## src/rtl/shift_seq_ctrl.sv

```systemverilog
`default_nettype none
// ============================================================================
// Module   : shift_seq_ctrl
// Brief    : Command sequencer driving a universal shift register through one
//            parallel load followed by N shift cycles, then reporting result.
// Revision : 1.0
// ============================================================================
module shift_seq_ctrl #(
    parameter int WIDTH = 4,
    parameter int CNT_W = 3
) (
    input  logic             clk,
    input  logic             reset,
    input  logic             cmd_valid,
    output logic             cmd_ready,
    input  logic [WIDTH-1:0] cmd_data,
    input  logic             cmd_dir,
    input  logic [CNT_W-1:0] cmd_count,
    input  logic             cmd_fill,
    input  logic             cmd_rot,
    input  logic [WIDTH-1:0] reg_q,
    output logic [1:0]       reg_s,
    output logic [WIDTH-1:0] reg_d,
    output logic             reg_shift_in,
    output logic             busy,
    output logic             done,
    output logic [WIDTH-1:0] result
);

    typedef enum logic [1:0] {
        S_IDLE  = 2'd0,
        S_LOAD  = 2'd1,
        S_SHIFT = 2'd2,
        S_DONE  = 2'd3
    } state_t;

    localparam logic [1:0] c_MODE_HOLD  = 2'b00;
    localparam logic [1:0] c_MODE_LOAD  = 2'b01;
    localparam logic [1:0] c_MODE_MSB   = 2'b10;
    localparam logic [1:0] c_MODE_LSB   = 2'b11;
    localparam logic [CNT_W-1:0] c_ONE  = CNT_W'(1);

    state_t           r_state;
    logic [WIDTH-1:0] r_data;
    logic             r_dir;
    logic [CNT_W-1:0] r_count;
    logic             r_fill;
    logic             r_rot;
    logic [CNT_W-1:0] r_remaining;
    logic [WIDTH-1:0] r_result;
    logic             w_accept;

    // Ready is forced low while reset is asserted so no command slips in on the reset edge.
    assign cmd_ready = (r_state == S_IDLE) && !reset;
    assign w_accept  = cmd_valid && cmd_ready;

    always_ff @(posedge clk) begin
        if (reset) begin
            r_state     <= S_IDLE;
            r_data      <= '0;
            r_dir       <= 1'b0;
            r_count     <= '0;
            r_fill      <= 1'b0;
            r_rot       <= 1'b0;
            r_remaining <= '0;
            r_result    <= '0;
        end else begin
            case (r_state)
                S_IDLE: begin
                    if (w_accept) begin
                        r_data  <= cmd_data;
                        r_dir   <= cmd_dir;
                        r_count <= cmd_count;
                        r_fill  <= cmd_fill;
                        r_rot   <= cmd_rot;
                        r_state <= S_LOAD;
                    end
                end
                S_LOAD: begin
                    if (r_count == '0) begin
                        r_state <= S_DONE;
                    end else begin
                        r_remaining <= r_count;
                        r_state     <= S_SHIFT;
                    end
                end
                S_SHIFT: begin
                    // remaining is at least 1 here, so the decrement never wraps.
                    r_remaining <= r_remaining - c_ONE;
                    if (r_remaining == c_ONE) begin
                        r_state <= S_DONE;
                    end
                end
                S_DONE: begin
                    r_result <= reg_q;
                    r_state  <= S_IDLE;
                end
                default: begin
                    r_state <= S_IDLE;
                end
            endcase
        end
    end

    // Register controls decode from state and the captured command only,
    // except the rotate feedback which must track the live register value.
    always_comb begin
        reg_s        = c_MODE_HOLD;
        reg_d        = '0;
        reg_shift_in = 1'b0;
        case (r_state)
            S_LOAD: begin
                reg_s = c_MODE_LOAD;
                reg_d = r_data;
            end
            S_SHIFT: begin
                reg_s = r_dir ? c_MODE_LSB : c_MODE_MSB;
                if (r_rot) begin
                    reg_shift_in = r_dir ? reg_q[0] : reg_q[WIDTH-1];
                end else begin
                    reg_shift_in = r_fill;
                end
            end
            default: begin
                reg_s = c_MODE_HOLD;
            end
        endcase
    end

    assign busy   = (r_state != S_IDLE);
    assign done   = (r_state == S_DONE);
    assign result = r_result;

endmodule
`default_nettype wire

```

## config.mk

```make
export PLATFORM = sky130hd
export DESIGN_NAME = shift_seq_ctrl
export DESIGN_NICKNAME = d
export VERILOG_FILES = /design/src/rtl/shift_seq_ctrl.sv
export SDC_FILE = /design/constraint.sdc
export NUM_CORES = 1
export LEC_CHECK = 0
export CORE_ASPECT_RATIO = 0.8
export CORE_MARGIN = 5
export CORE_UTILIZATION = 40
export DETAILED_ROUTE_END_ITERATION = 8
export PLACE_DENSITY = 0.74
export SYNTH_ARGS = -nofsm -noshare
export SYNTH_HDL_FRONTEND = slang
export SYNTH_SLANG_ARGS = --single-unit
```

## constraint.sdc

```tcl
create_clock -name clk -period 1.4 [get_ports clk]
set_input_delay 0.21 -clock clk [delete_from_list [all_inputs] [get_ports clk]]
set_output_delay 0.21 -clock clk [all_outputs]
set_load 0.03 [all_outputs]
```

==> out/results.ini, run 1 <==
[status]
status = finished with violations
violations = setup timing

[setup_path]
crit_path_end_kind = output pin
cp-start-kind = flip-flop
cpMostUsedCell = buf_4
critPathKind = reg2out
slowest_stage = dfxtp_4
cp_slowest_stage_delay_ps = 410
critPathArrivalTime_ps = 1310
worst_ep_required_time_ps = 1190
worstPathCellList = inv_6 -> buf_4 -> buf_4 -> ha_2 -> buf_6
cp_top_family = buffers and inverters
crit_path_max_fanout = 4
crit_buf_inv = 4

[cells_and_area]
synthToLayoutAreaGrowth_pct = 60.9
fin_cells = 179
num_antenna_cells = 0
drive_gt1_share_pct = 38.2
layout.nets = 177

[run]
max-cap-violations = 0

[power_and_ir_drop]
ir_drop_mv = 0.896
p_leak_nw = 0.632
power_per_cell_area_nw_per_um2 = 1880
power_mw = 2.92

[routing]
dr.pass1.iters = 3
wl_per_cell_um = 14.9
drt_iter0_markers = 14
avgViaCountPerCell = 5.03
ant_nets = 0
vias = 900
drc_errors = 0
wirelength_um = 2670

[synthesis]
synth.area.top_cells = dfxtp_1 (39%), ha_1 (9.1%), mux2i_1 (6.2%)
yosysWarnings = 0
synth_seq_area_share_pct = 39.3
synth.cell_area_sq_um = 967
synth_top_area_share_pct = 39.3
avgSynthCellArea_sq_um = 8.79
netlist_instances = 110
yosysTopAreaCell = dfxtp_1
synth_fp_nets = 134
synthDistinctLibCells = 26
synth_seq_cells = 19

[timing]
tightest_slew_ps = 308
hold_violations = 0
rsz0062_at_grt = true
final_max_slew_viol_count = 0
fin_crit_sh_pct = 109
fin_skew_ps = 5.01
worst_slack_ps = -120
fin_crit_ps = 1520
max_slew_margin_pct = 79.5
setup-violations-final = 13
max_freq_ghz = 0.658
tns_ps = -873

[global_routing]
grt_max_degree = 21
grt_pass1_vias = 991
grt-ovfl-total = 0
grt_pass1_wl_um = 4470
grt_usage_pct = 16.7
antenna_found_initial = 0

[placed_design]
dp_cells = 172
gp_congestion = 0.765
place_ws_ps = -296
dp_hpwl_um = 1830
port_buffers = 30

[clock_tree]
clk_pin_slew_ps = 100
cts_max_level = 1
holdBufCountCts = 0
cts_sinks = 19
root_buffer = clkbuf_4
cts_buffers = 3
cts_tree = yes
cts_buffer_depth = 2
clk_latency_ps = 290

[floorplan]
core.rowCount = 16
start_util_pct = 40.6
dieArea_sq_um = 3510
die_h_um = 54.0
die_w_um = 65.0
core_sq_um = 2380
ios = 31

[worst_hold_path]
hold_class = in2reg

[state kept, by name, indices dropped and copies added, names as in the netlist]
signal       flops
r_rot            1
r_dir            1
result           4
r_remaining      3
r_data           4
r_fill           1
r_state          2
r_count          3
[cell families after synthesis]
logic type | after synthesis | synth area share (%)
AOI/OAI and AO/OA | 24 | 15.3
adders and majority gates | 7 | 9.06
buffers and inverters | 12 | 6.47
DFF | 19 | 39.3
muxes | 6 | 6.21
and+or+nand+nor | 42 | 23.7
[cell usage after synthesis]
| library cell | instances |
|---|---|
| a22oi_1 | 1 |
| o21ai_1 | 2 |
| and2_1 | 1 |
| buf_6 | 2 |
| nand2b_1 | 9 |
| o31ai_1 | 1 |
| ha_1 | 7 |
| clkbuf_1 | 2 |
| and2_2 | 4 |
| a21oi_1 | 4 |
| nor2_1 | 5 |
| or4b_4 | 1 |
| nor2b_1 | 4 |
| dfxtp_1 | 19 |
| o22ai_1 | 1 |
| mux2i_1 | 6 |
| o211a_1 | 1 |
| a41o_1 | 1 |
| nand3_1 | 1 |
| inv_1 | 6 |
| a21oi_2 | 1 |
| or2b_2 | 2 |
| o21ai_0 | 10 |
| o2111ai_1 | 2 |
| nand2_1 | 15 |
| buf_2 | 2 |
[where the power goes]
| part | internal [mW] | switching (mW) |
|---|---|---|
| sequential | 0.687 | 0.131 |
| combinational | 0.935 | 0.896 |
| clock | 0.111 | 0.162 |
[layout make-up]
| type | count | area, sq um |
|---|---|---|
| Multi-Input combinational cell | 79 | 632 |
| Fill cell | 191 | 826 |
| Timing Repair Buffer | 44 | 440 |
| Sequential cell | 19 | 392 |
| Inverter | 6 | 32.5 |
| Tap cell | 27 | 33.8 |
| Clock buffer | 4 | 26.3 |
[cell usage in the layout (no fill, tap or decap), types with 3 or more instances in the layout]
cell              n
dlygate4sd2_1     4
clkbuf_4          3
buf_4             9
dfxtp_2           3
dfxtp_1          14
and2_4            4
clkdlybuf4s50_1  16
ha_4              4
o21ai_0           9
nand2_1          13
buf_6            14
nand2b_1          9
mux2i_1           6
nor2_1            5
[metrics by stage]
stage          cell area, sq um  util, %  hold WS (ps)
6_report                   1560     65.3           463
2_1_floorplan               987        -           318
3_3_place_gp               1350     56.6           445
3_5_place_dp               1350     56.6           457
5_1_grt                    1560     65.3           457
4_1_cts                    1490     62.7           462
[worst min-delay path: stages]
cell and delay, ps:
clkdlybuf4s50_1 400, nand2_1 60, o31ai_1 50
[metal layers]
| layer | vias up | GRT usage, % | routed length, um |
|---|---|---|---|
| li1 | 451 | - | - |
| met1 | 427 | 18.3 | 1110 |
| met2 | 20 | 31.1 | 1420 |
| met3 | 2 | 5.85 | 123 |
| met4 | 0 | 4.21 | 15 |
| met5 | - | 0 | 0 |
[what timing repair did]
item	CTS	global route
setup buffers	1	3
resized for setup	38	15
setup endpoints to repair	29	17
pin swaps	12	5
[final timing paths]
kind | from | to | slack [ps] | cells past startpoint
setup / recovery | r_state[0]$_SDFFE_PP0P_ | reg_s[1] | -120 | 5
hold reg to reg | r_data[1]$_SDFFE_PP0P_ | r_data[1]$_SDFFE_PP0P_ | 490 | 2
setup reg to reg | r_state[1]$_SDFFE_PP0P_ | r_state[0]$_SDFFE_PP0P_ | -60 | 5
hold / removal | cmd_count[2] | r_count[2]$_SDFFE_PP0P_ | 460 | 3
No activity file was read; power rests on OpenSTA's default activity.
==> run 2: changes to the inputs <==
--- a/config.mk
+++ b/config.mk
@@ -10,6 +10,7 @@
 export CORE_UTILIZATION = 40
 export DETAILED_ROUTE_END_ITERATION = 8
 export PLACE_DENSITY = 0.74
+export SLEW_MARGIN = 20
 export SYNTH_ARGS = -nofsm -noshare
 export SYNTH_HDL_FRONTEND = slang
 export SYNTH_SLANG_ARGS = --single-unit
==> results of run 2 <==
No change in the layout: final DEF, timing and power equal those of run 1.
